File: src/rtl/text_mem_loader_pkg.sv
// text_loader_pkg: shared types and constants for the text memory loader.
// Holds the loader state encoding, default sync marker and length width.
package text_loader_pkg;

  typedef enum logic [2:0] {
    IDLE,
    LEN_LO,
    LEN_HI,
    DATA,
    CSUM,
    DONE,
    ERR
  } state_t;

  localparam logic [7:0] DEF_SYNC_BYTE = 8'hA5;
  localparam int LEN_WIDTH = 16;

endpackage

File: src/rtl/text_mem_loader_if.sv
// text_mem_loader_if: byte stream from the UART receiver.
// A transfer happens on a clock edge where valid and ready are both high.
interface text_mem_loader_if;

  logic [7:0] data;
  logic       valid;
  logic       ready;

  modport master (output data, output valid, input ready);
  modport slave  (input data, input valid, output ready);

endinterface

File: src/rtl/text_mem_loader_word_assembler.sv
// word_assembler: little-endian byte-to-word packer with running XOR.
// Cleared by the loader FSM when a frame length has been received.
module word_assembler (
  input  logic        clk,
  input  logic        rst_n,
  input  logic        clr,
  input  logic        byte_vld,
  input  logic [7:0]  byte_in,
  output logic [31:0] word,
  output logic        word_rdy,
  output logic [7:0]  csum,
  output logic        full
);

  logic [1:0] idx;

  assign full = (idx == 2'd3);

  // Fill lanes in arrival order; pulse word_rdy after the 4th byte.
  always_ff @(posedge clk or negedge rst_n) begin
    if (!rst_n) begin
      idx      <= '0;
      word     <= '0;
      word_rdy <= 1'b0;
      csum     <= '0;
    end else begin
      word_rdy <= byte_vld && full;
      if (clr) begin
        idx  <= '0;
        csum <= '0;
      end else if (byte_vld) begin
        word[{idx, 3'b000} +: 8] <= byte_in;
        idx  <= idx + 2'd1;
        csum <= csum ^ byte_in;
      end
    end
  end

endmodule

File: src/rtl/text_mem_loader.sv
// text_mem_loader: boot-time text memory writer fed by a framed byte stream.
// Optional inter-byte timeout is built when TEXT_LOADER_TIMEOUT_EN is defined.
module text_mem_loader
  import text_loader_pkg::*;
#(
  parameter int unsigned ADDR_WIDTH     = 12,
  parameter logic [7:0]  SYNC_BYTE      = DEF_SYNC_BYTE,
  parameter int unsigned TIMEOUT_CYCLES = 1000000
) (
  input  logic                  clk,
  input  logic                  rst_n,
  text_mem_loader_if.slave      rx,
  input  logic                  start,
  output logic                  w_en,
  output logic [ADDR_WIDTH-1:0] w_addr,
  output logic [31:0]           w_data,
  output logic                  core_hold,
  output logic                  load_done,
  output logic                  load_err
);

  state_t state, nstate;

  logic                  rdy_q;
  logic                  acc;
  logic                  clr;
  logic                  byte_vld;
  logic                  full;
  logic                  last_word;
  logic                  len_big;
  logic                  in_frame;
  logic                  to_hit;
  logic [7:0]            len_lo;
  logic [7:0]            csum;
  logic [LEN_WIDTH-1:0]  len;
  logic [LEN_WIDTH-1:0]  n_now;
  logic [ADDR_WIDTH-1:0] wcnt;

  assign rx.ready  = rdy_q;
  assign acc       = rx.valid & rdy_q;
  assign n_now     = {rx.data, len_lo};
  assign len_big   = 32'(n_now) > (32'd1 << ADDR_WIDTH);
  assign last_word = LEN_WIDTH'(wcnt) == (len - LEN_WIDTH'(1));
  assign in_frame  = state inside {LEN_LO, LEN_HI, DATA, CSUM};
  assign clr       = acc && (state == LEN_HI);
  assign byte_vld  = acc && (state == DATA);

  word_assembler u_asm (
    .clk      (clk),
    .rst_n    (rst_n),
    .clr      (clr),
    .byte_vld (byte_vld),
    .byte_in  (rx.data),
    .word     (w_data),
    .word_rdy (w_en),
    .csum     (csum),
    .full     (full)
  );

`ifdef TEXT_LOADER_TIMEOUT_EN
  localparam int unsigned TW = $clog2(TIMEOUT_CYCLES + 1);

  logic [TW-1:0] idle_cnt;

  // Idle cycles since the last accepted byte of an open frame.
  always_ff @(posedge clk or negedge rst_n) begin
    if (!rst_n) begin
      idle_cnt <= '0;
    end else if (!in_frame || acc) begin
      idle_cnt <= '0;
    end else begin
      idle_cnt <= idle_cnt + TW'(1);
    end
  end

  assign to_hit = in_frame && !acc &&
                  (idle_cnt == TW'(TIMEOUT_CYCLES - 1));
`else
  assign to_hit = 1'b0;

  // Timeout disabled: parameter kept so both builds share one interface.
  if (TIMEOUT_CYCLES == 0) begin : g_to_unused
  end
`endif

  // Frame parser next state.
  always_comb begin
    nstate = state;
    unique case (state)
      IDLE:    if (acc && rx.data == SYNC_BYTE) nstate = LEN_LO;
      LEN_LO:  if (acc) nstate = LEN_HI;
      LEN_HI: begin
        if (acc) begin
          if (len_big)           nstate = ERR;
          else if (n_now == '0)  nstate = CSUM;
          else                   nstate = DATA;
        end
      end
      DATA:    if (acc && full && last_word) nstate = CSUM;
      CSUM:    if (acc) nstate = (rx.data == csum) ? DONE : ERR;
      DONE,
      ERR:     if (start) nstate = IDLE;
      default: nstate = IDLE;
    endcase
    if (to_hit) nstate = ERR;
  end

  // State, length capture and word address counter.
  always_ff @(posedge clk or negedge rst_n) begin
    if (!rst_n) begin
      state  <= IDLE;
      len_lo <= '0;
      len    <= '0;
      wcnt   <= '0;
      w_addr <= '0;
    end else begin
      state <= nstate;
      if (acc && state == LEN_LO) len_lo <= rx.data;
      if (clr) begin
        len  <= n_now;
        wcnt <= '0;
      end
      if (byte_vld && full) begin
        w_addr <= wcnt;
        wcnt   <= wcnt + ADDR_WIDTH'(1);
      end
    end
  end

  // Registered status outputs follow the next state.
  always_ff @(posedge clk or negedge rst_n) begin
    if (!rst_n) begin
      rdy_q     <= 1'b1;
      core_hold <= 1'b1;
      load_done <= 1'b0;
      load_err  <= 1'b0;
    end else begin
      rdy_q     <= nstate inside {IDLE, LEN_LO, LEN_HI, DATA, CSUM};
      core_hold <= nstate != DONE;
      load_done <= nstate == DONE;
      load_err  <= nstate == ERR;
    end
  end

endmodule

File: src/flat_wrapper.sv
// flat-port wrapper written by rule: the top's interface ports become plain ports
module text_mem_loader_flat import text_loader_pkg::*;
#(
  parameter int unsigned ADDR_WIDTH     = 12,
  parameter logic [7:0]  SYNC_BYTE      = DEF_SYNC_BYTE,
  parameter int unsigned TIMEOUT_CYCLES = 1000000
)
  (clk, rst_n, start, w_en, w_addr, w_data, core_hold, load_done, load_err, rx_data, rx_valid, rx_ready);
  text_mem_loader_if rx_i ();
  input  logic clk;
  input  logic rst_n;
  input  logic start;
  output logic w_en;
  output logic [ADDR_WIDTH-1:0] w_addr;
  output logic [31:0] w_data;
  output logic core_hold;
  output logic load_done;
  output logic load_err;
  input wire logic [$bits(rx_i.data)-1:0] rx_data;
  input wire logic [$bits(rx_i.valid)-1:0] rx_valid;
  output wire logic [$bits(rx_i.ready)-1:0] rx_ready;
  assign rx_i.data = rx_data;
  assign rx_i.valid = rx_valid;
  assign rx_ready = rx_i.ready;
  text_mem_loader #(.ADDR_WIDTH(ADDR_WIDTH), .SYNC_BYTE(SYNC_BYTE), .TIMEOUT_CYCLES(TIMEOUT_CYCLES)) u_core (.clk(clk), .rst_n(rst_n), .rx(rx_i), .start(start), .w_en(w_en), .w_addr(w_addr), .w_data(w_data), .core_hold(core_hold), .load_done(load_done), .load_err(load_err));
endmodule
File: config.mk
export PLATFORM = sky130hd
export DESIGN_NAME = text_mem_loader_flat
export DESIGN_NICKNAME = d
export VERILOG_FILES = /design/src/rtl/text_mem_loader_pkg.sv /design/src/rtl/text_mem_loader_if.sv /design/src/rtl/text_mem_loader_word_assembler.sv /design/src/rtl/text_mem_loader.sv /design/src/flat_wrapper.sv
export SDC_FILE = /design/constraint.sdc
export NUM_CORES = 1
export LEC_CHECK = 0
export CORE_AREA = 2 2 121 123
export CTS_CLUSTER_DIAMETER = 100
export DETAILED_ROUTE_END_ITERATION = 8
export DIE_AREA = 0 0 123 125
export MAX_ROUTING_LAYER = met4
export PLACE_DENSITY = 0.54
export SETUP_SLACK_MARGIN = 0.4
export SLEW_MARGIN = 20
export SYNTH_ARGS = -nofsm -noshare
export SYNTH_HDL_FRONTEND = slang
export SYNTH_SLANG_ARGS = --single-unit
File: constraint.sdc
create_clock -name clk -period 3.5 [get_ports clk]
set_clock_uncertainty 0.05 [all_clocks]
set_input_delay 0.7 -clock clk [delete_from_list [all_inputs] [get_ports clk]]
set_output_delay 0.7 -clock clk [all_outputs]
set_load 0.02 [all_outputs]
==> results, run 1 <==
- The worst setup path is of the register to register kind.
- The total global routing overflow is 0.
- After detailed routing, the number of remaining DRC violations is 0.
- The H-tree generated during clock tree synthesis spans 3 levels.
- The number of max-slew violations in the final report came to 0.
- Of the total synthesized cell area, the portion taken by AND, OR, NAND and NOR gates is 0.274.
- The root buffer cell chosen for the clock tree is sky130_fd_sc_hd__clkbuf_16.
- The largest area contributor in the synthesized netlist is sky130_fd_sc_hd__dfrtp_1.
- For this run, the post-layout net count is 616.
- The vertical extent of the die is 125 microns.
- Synthesis produced approximately 540 cells.
- The fraction of power consumed by sequential logic is 0.443.
- Among all flip-flop cells after synthesis, the most frequent one is sky130_fd_sc_hd__dfrtp_1.
- The class of the tightest hold or removal check is primary input to asynchronous set/reset pin.
- The final number of hold-violating endpoints is 0.
- The register bit count reported by yosys is 98.
- STA classifies the critical path startpoint as a register.
- Counting along the longest clock path gives a buffer depth of 2.
- The mux share of post-synthesis cell area is 0.0248.
- Buffers added to address setup during post-CTS repair amount to 0.
- Summing every instance area after synthesis gives 4850 sq um.
- After detailed routing, the number of vias per cell comes to roughly 5.1.
- Summed over all layers, the routed wires come to 12500 microns.
- Buffers placed on the I/O ports in this run total 60.
- The count of different cell masters after synthesis is 54.
- The number of top-level pins is 61.
- The multi-input combinational cells in the finished layout cover a total of 2220 sq um.
- The period utilization is 0.830.
- The post-DP HPWL is 8650 microns.
- The sequential cells in the finished layout cover a total of 2450 sq um.
- Setup repair after global routing left no endpoint under its margin.
- The total of max-cap violations is 0.
- The worst setup path is captured at a register.
- The power per unit of standard cell area is 606 nW/um^2.
- For this run, the detailed router's first-pass iteration total came to 4.
- The adder and majority cell fraction of the synthesized area is 0.0181.
- At the placement stage, the worst setup path has a slack of between 0.5 and 0.6 ns.
- The top fanout value on the critical path is 5.
- The combinational family with the most area after synthesis is simple AND/OR/NAND/NOR gates.
- The global placement routability congestion is about 0.87.
- The flop-to-flop setup slack is 0.59 ns.
- In the post-route analysis, the smallest setup slack over all paths is between 0.5 and 0.6 ns.
- The global-route wire length before repair is 21000 microns.
- For the worst-skew pair, the clock arrives at the later sink with an insertion delay of 0.34 ns.
- For the worst flop-to-flop path, the logic depth is 9.
- Yosys mapped a number of flops with a built-in enable equal to 0.
- The worst register-to-register path begins at u_core.len[0].
- The sink count of the clock tree is 98.
- The number of antenna violations at the first check in global routing is 0.
- Compared with the post-synthesis result, the final layout area differs by 22.2%.
- After clock tree synthesis, the clock-pin slew on the worst setup and hold paths is 0.06 ns.
- Post-CTS repair changed the size of 0 cells.
- Setup violations remaining at the end of the flow were counted as 0.
- By area the synthesized netlist is led by sky130_fd_sc_hd__dfrtp_1 (50%), sky130_fd_sc_hd__nand2_1 (13%), sky130_fd_sc_hd__o21ai_0 (5.3%), sky130_fd_sc_hd__nand2b_1 (2.3%), sky130_fd_sc_hd__clkbuf_1 (2.1%).
- Summed over all cells, the static leakage comes to 2.62 nW.
- The fill cell total of the finished layout is between 1k and 1.5k.
- The region available for standard cell placement spans 14200 sq um.
- The floorplan step set the die width to 123 microns.
- The detail route stage leaves a number of antenna-violating nets equal to 0.
- The share of async-settable or async-resettable flops after synthesis is 1.00.
- For this run, the total global-route usage over all layers was measured as 0.181.
- The area of the die is between 15000 and 20000 sq um.
- The CTS tree is built.
- The post-cts hold buffer count is 0.
- The slew at the pin with the worst max-slew slack is about 1 ns.
- The logic gate share of total power is 0.306.
- The synthesized area per cell is 8.93 sq um.
- The count of routing violations after the opening detailed-route iteration is 183.
- For this run, the register share of the synthesized area comes to 0.506.
- The final-layout setup total negative slack is 0 ns.
- The design area is 5920 sq um.
- The worst IR drop on VDD is around 0.00037 V.
- The via count of the routed design is 4041.
- The part of the power in the clock network is 0.251.
- Data on the critical path arrives at its endpoint at 3.13 ns.
- The fraction of power spent switching nets is 0.355.
- The yosys synthesis warning count is 0.
- The analysis attributes to net switching a power of 0.00127 W.
- Entering global routing, the biggest net connects 54 pins.
- The number of nets produced by synthesis is 562.
- The worst register-to-register path ends at u_core.rx.ready.
- Of the total synthesized cell area, the portion taken by XOR and XNOR cells is 0.0271.
- The headroom to the max-slew limit is 0.343.
- Of the post-synthesis cell area, the dominant cell type holds 0.496.
- The area fraction in compound gates after synthesis came to 0.113.
- The internal power is 0.00231 W.
- Counting I/O delays and the setup requirement, the final critical path takes 2.91 ns.
- The post-place instance area is 5660 sq um.
- The number of antenna diodes in the final layout is 0.
- The initial utilization of the core area, before any placement, comes to 0.341.
- The via count of the first global-routing pass is 4021.
- The critical path data required time is 3.72 ns.
- The total CTS buffers is 9.
- Final hold analysis gives a worst-case slack of roughly 0.35 ns.
- The highest attainable clock frequency is 0.344 GHz.
- The run finished with clean final reports.
- The fraction of final layout cells with drive strength greater than 1 is 0.0814.
- The row count is 44.
- Dividing the detail-routed wire length by the instance count gives between 15 and 20 microns.
worst max-delay path: stages (launching register included):
cell                       delay [ns]
sky130_fd_sc_hd__dfrtp_1         0.41
sky130_fd_sc_hd__inv_1           0.09
sky130_fd_sc_hd__ha_1            0.22
sky130_fd_sc_hd__or4b_1          0.57
sky130_fd_sc_hd__nor4_1          0.25
sky130_fd_sc_hd__o21a_1          0.15
sky130_fd_sc_hd__o31ai_1         0.07
sky130_fd_sc_hd__or4_4           0.59
sky130_fd_sc_hd__o221ai_4        0.20
sky130_fd_sc_hd__a21bo_1         0.23
cells by family after synthesis:
kind of cell | count (synthesis)
mux | 11
fa+ha+maj | 7
buf+inv | 42
simple gates | 284
xor+xnor | 15
flops | 98
compound gates | 86
routing by layer:
metal	part of all wire	global-route usage
met5	0	-
met4	0.013	0.0461
met3	0.040	0.0420
met2	0.49	0.292
met1	0.46	0.228
registers in the layout, summed over array words and instances, names as in the netlist:
name / flops
u_core.u_asm.word: 32
u_core.len_lo: 8
u_core.wcnt: 12
u_core.load_err: 1
u_core.u_asm.word_rdy: 1
u_core.w_addr: 12
u_core.core_hold: 1
u_core.len: 16
u_core.u_asm.csum: 8
u_core.u_asm.idx: 2
u_core.rx.ready: 1
u_core.state: 3
u_core.load_done: 1
cell type report:
cell class              instances  area share
repair buffers                 75       0.120
clock inverters                 3     0.00254
clock buffers                  13      0.0423
well taps                     184      0.0389
multi-input cells             403       0.375
inverters                      10     0.00634
flip-flops and latches         98       0.415
how the worst max path moves through the flow:
stage	cells after the start	from	end	slack, ns
finish	9	u_core.len[0]	u_core.rx.ready	0.59
global route	9	u_core.len[0]	u_core.rx.ready	0.43
CTS	9	u_core.len[0]	u_core.rx.ready	0.59
detailed placement	7	rx_data[3]	u_core.rx.ready	0.59
global placement	7	rx_data[3]	u_core.rx.ready	0.58
floorplan	9	u_core.len[0]	u_core.rx.ready	0.87
layout by cell type (no fill, tap or decap), drive strengths merged, types with 2 or more instances in the layout:
cell	Yosys	final
nor3	13	13
nor4	11	11
o21ai	51	51
nand2	169	169
clkinv	1	4
nor3b	5	5
or3	5	5
inv	9	9
clkbuf	28	13
mux2	8	8
nand3	20	20
xor2	8	8
dfstp	2	2
nand3b	3	3
and4	2	2
a22o	8	8
or4	5	5
ha	7	7
xnor2	7	7
o211ai	3	3
a21oi	7	7
nor2b	3	3
dfrtp	96	96
clkdlybuf4s50	0	59
mux2i	3	3
o31ai	3	3
buf	4	16
nand4	10	10
nor2	14	14
nand2b	18	18
o21a	2	2
metrics by stage:
| step | total power [W] | std cells | util |
|---|---|---|---|
| 2_1_floorplan | 0.00236 | 543 | - |
| 3_3_place_gp | 0.00268 | 770 | 0.398 |
| 3_5_place_dp | 0.00271 | 770 | 0.398 |
| 4_1_cts | 0.00362 | 786 | 0.417 |
| 5_1_grt | 0.00385 | 786 | 0.417 |
| 6_report | 0.00359 | 786 | 0.417 |
synth_stat cells, types with 3 or more instances:
cell type,instances
sky130_fd_sc_hd__nand2_1,169
sky130_fd_sc_hd__dfrtp_1,96
sky130_fd_sc_hd__o21ai_0,51
sky130_fd_sc_hd__clkbuf_1,27
sky130_fd_sc_hd__nand3_1,20
sky130_fd_sc_hd__nand2b_1,18
sky130_fd_sc_hd__nor2_1,14
sky130_fd_sc_hd__nor3_1,13
sky130_fd_sc_hd__nand4_1,10
sky130_fd_sc_hd__inv_1,9
sky130_fd_sc_hd__nor4_1,9
sky130_fd_sc_hd__a22o_1,8
sky130_fd_sc_hd__mux2_2,8
sky130_fd_sc_hd__xor2_1,8
sky130_fd_sc_hd__a21oi_1,7
sky130_fd_sc_hd__ha_1,7
sky130_fd_sc_hd__xnor2_1,7
sky130_fd_sc_hd__nor3b_1,5
sky130_fd_sc_hd__or3_1,4
sky130_fd_sc_hd__or4_1,4
sky130_fd_sc_hd__mux2i_1,3
sky130_fd_sc_hd__nand3b_1,3
sky130_fd_sc_hd__nor2b_1,3
sky130_fd_sc_hd__o211ai_1,3
sky130_fd_sc_hd__o31ai_1,3
power groups by stage:
stage	Sequential [W]	Clock, W	Combinational [W]
6_report	0.00159	0.000902	0.00110
5_1_grt	0.00163	0.000985	0.00124
4_1_cts	0.00159	0.000928	0.00111
3_5_place_dp	0.00161	0	0.00110
3_3_place_gp	0.00160	0	0.00108
2_1_floorplan	0.00156	0	0.000792
No activity file was read; power rests on OpenSTA's default activity.
==> run 2, diff against run 1 <==
- PLACE_DENSITY: 0.54 -> 0.56
- clock period: 3.5 -> 2.6 ns (I/O delays scaled with it)
==> results, run 2 (synthesized netlist as in run 1, its figures left out) <==
- The library cells used most frequently in the layout, excluding fill and tap cells, are sky130_fd_sc_hd__nand2_1 (169), sky130_fd_sc_hd__dfrtp_1 (96), sky130_fd_sc_hd__clkdlybuf4s50_1 (58).
- The final routed DRC violation total is 0.
- The count of routing violations after the opening detailed-route iteration is around 320.
- 0 antenna diodes ended up in the layout.
- The headroom to the max-slew limit is 0.621.
- After clock tree synthesis, the clock-pin slew on the worst setup and hold paths is roughly 0.060 ns.
- The final route contains 4113 vias.
- At the end of routability-driven placement, the weighted congestion stood at 0.859.
- Of all nets on the critical path, the largest fanout is 5.
- The via count of the first global-routing pass is 4218.
- The critical path startpoint category is a register.
- The deepest clock path buffer count is 2.
- The design area is 6350 sq um.
- The period utilization is 1.03.
- The largest individual stage delay along the critical path comes from the cell sky130_fd_sc_hd__or4_4.
- Summed over all layers, the global routing overflow is 0.
- The clock tree synthesis step divided the H-tree into 3 levels.
- The combined global-route utilization of all metal layers is 0.188.
- The worst IR drop on VDD is 0.000408 V.
- The fraction of final layout cells with drive strength greater than 1 is 0.154.
- The endpoint identified for the worst register-to-register timing path is u_core.rx.ready.
- Once placement finished, the instance area stood at slightly below 6000 sq um.
- The post-DP HPWL is 9010 microns.
- The final setup violation count is 3.
- The remaining number of nets flagged by the antenna check after routing is 0.
- The cell occurring most often along the worst timing path is sky130_fd_sc_hd__or4_4.
- The total of max-cap violations is 0.
- The flow ran to the end, but the final reports show violations.
- The number of top-level pins is 61.
- After layout, the worst setup slack is -0.0901 ns.
- The register bank with the most flops is u_core.u_asm.word.
- The arrival time at the worst endpoint is between 2 and 3 ns.
- The die is 125 microns tall.
- The checks that failed: negative setup slack.
- The starting density of the core is 0.341.
- The library cell used most frequently in the layout, excluding fill and tap cells, is sky130_fd_sc_hd__nand2_1.
- Setup slack on the worst reg-to-reg path comes out at -0.09 ns.
- In this run the power density over the cells is 834 nW/um^2.
- The worst register-to-register path begins at u_core.len[0].
- The first global-routing pass estimated 21800 microns of wire.
- The slew at the pin with the worst max-slew slack is 0.567 ns.
- The largest net degree at the start of global routing is between 40 and 50.
- The placeable core region is 14200 sq um.
- The type of the setup path with the least slack is register to register.
- The number of flip-flops under the largest register name is 32.
- The first TritonRoute pass finished after 4 iterations.
- For the worst flop-to-flop path, the logic depth is 8.
- Buffers inserted to repair hold after CTS numbered 0.
- The number of max-slew violations in the final report is 0.
- The largest single stage delay on the critical path is 0.58 ns.
- The highest attainable clock frequency is roughly 0.37 GHz.
- The largest registers in the layout are u_core.u_asm.word: 32 flops, u_core.len: 16 flops.
- On the critical path the largest part of the delay comes from simple AND/OR/NAND/NOR gates.
- Setup repair after global routing could not meet its margin everywhere.
- The signal on the critical path passes through buf_4 -> or4_4 -> nor4_4 -> xnor2_1 -> nand4_1 -> or4_4 -> o221ai_4 -> a21bo_1.
- The final routed wire length divided by cell count is 16.0 microns.
- The row count is 44.
- TritonCTS built the clock tree.
- Port buffering added 60 buffers.
- The die covers about 15000 sq um.
- The number of buffers and inverters on the critical path is 1.
- The total CTS buffers is 9.
- After layout, the minimum clock period comes to 2.69 ns.
- CTS saw 98 sinks.
- In this run the horizontal extent of the chip is 123 microns.
- Data on the critical path is required at its endpoint by 2.83 ns.
- After detailed routing, the total wire length is 13200 microns.
- The worst setup path is captured at a register.
- The total number of nets in the final design is 650.
- The buffer type at the clock tree root is sky130_fd_sc_hd__clkbuf_16.
- The reported leakage power is 2.84 nW.
- The layout overhead on the synthesized area is 31.0%.
- The final number of hold-violating endpoints was 0.
- The class of the tightest hold or removal check is primary input to asynchronous set/reset pin.
- The number of antenna violations at the first check in global routing is 0.
- Summed over all failing endpoints, the final setup total negative slack is -0.144 ns.
- Clock latency on the worst-skew pair, taken at its later pin, is 0.35 ns.
- Dividing the detail-routed via count by the number of cells gives 5.02.
==> run 2: cell count changes in the layout (fill, tap and decap cells not counted), moves of 3 or more <==
cell,delta
sky130_fd_sc_hd__buf_4,+27
sky130_fd_sc_hd__buf_6,+5
sky130_fd_sc_hd__nor3_1,-4
sky130_fd_sc_hd__clkinv_2,-3
sky130_fd_sc_hd__nor3_2,+3
sky130_fd_sc_hd__nor4_1,-3
sky130_fd_sc_hd__nor4_4,+3
==> run 2: where the power goes <==
group	internal (W)	leakage [nW]	switching [W]
Sequential	0.00180	1.32	0.000267
Clock	0.000729	0.136	0.000551
Combinational	0.000889	1.38	0.00105
==> run 2: worst max path at each step <==
| stage | endpoint | cells past startpoint | slack [ns] | from |
|---|---|---|---|---|
| 2_1_floorplan | u_core.rx.ready | 9 | 0.04 | u_core.len[0] |
| 3_3_place_gp | u_core.rx.ready | 7 | -0.12 | rx_valid |
| 3_5_place_dp | u_core.rx.ready | 7 | -0.14 | rx_valid |
| 4_1_cts | u_core.rx.ready | 9 | -0.09 | u_core.len[0] |
| 5_1_grt | u_core.rx.ready | 8 | -0.17 | u_core.len[0] |
| 6_report | u_core.rx.ready | 8 | -0.09 | u_core.len[0] |
==> run 2: layer usage <==
metal	share of wire	track usage
met4	0.017	0.0555
met1	0.45	0.243
met2	0.49	0.286
met5	0	-
met3	0.040	0.0534
==> run 2: per-stage QoR <==
step	cells	setup slack (ns)	power [W]	hold slack, ns	util
floorplan	543	0.0388	0.00320	0.174	-
global placement	796	-0.117	0.00386	0.404	0.415
detailed placement	796	-0.142	0.00390	0.406	0.415
CTS	813	-0.0942	0.00522	0.125	0.437
global route	820	-0.172	0.00567	0.157	0.447
finish	820	-0.0901	0.00530	0.118	0.447
==> run 2: worst register-to-register path, stage by stage (launching register included) <==
cell and delay, ns:
sky130_fd_sc_hd__dfrtp_1 0.39, sky130_fd_sc_hd__buf_4 0.14, sky130_fd_sc_hd__or4_4 0.58, sky130_fd_sc_hd__nor4_4 0.18, sky130_fd_sc_hd__xnor2_1 0.15, sky130_fd_sc_hd__nand4_1 0.12, sky130_fd_sc_hd__or4_4 0.57, sky130_fd_sc_hd__o221ai_4 0.22
sky130_fd_sc_hd__a21bo_1 0.23
==> run 2: layout make-up <==
class                      instances  area [sq um]
clock buffer                      15           278
fill                            1383          7850
timing repair buffer             109          1010
tap                              184           230
multi-input combinational        403          2330
sequential                        98          2450
inverter                          10          41.3
clock inverter                     1          7.51
==> run 2: timing repair <==
| item | CTS | global route |
|---|---|---|
| resized for setup | 5 | 17 |
| setup endpoints to repair | 6 | 9 |
| setup buffers | 1 | 7 |
| hold endpoints to repair | 0 | 0 |
| pin swaps | 2 | 6 |
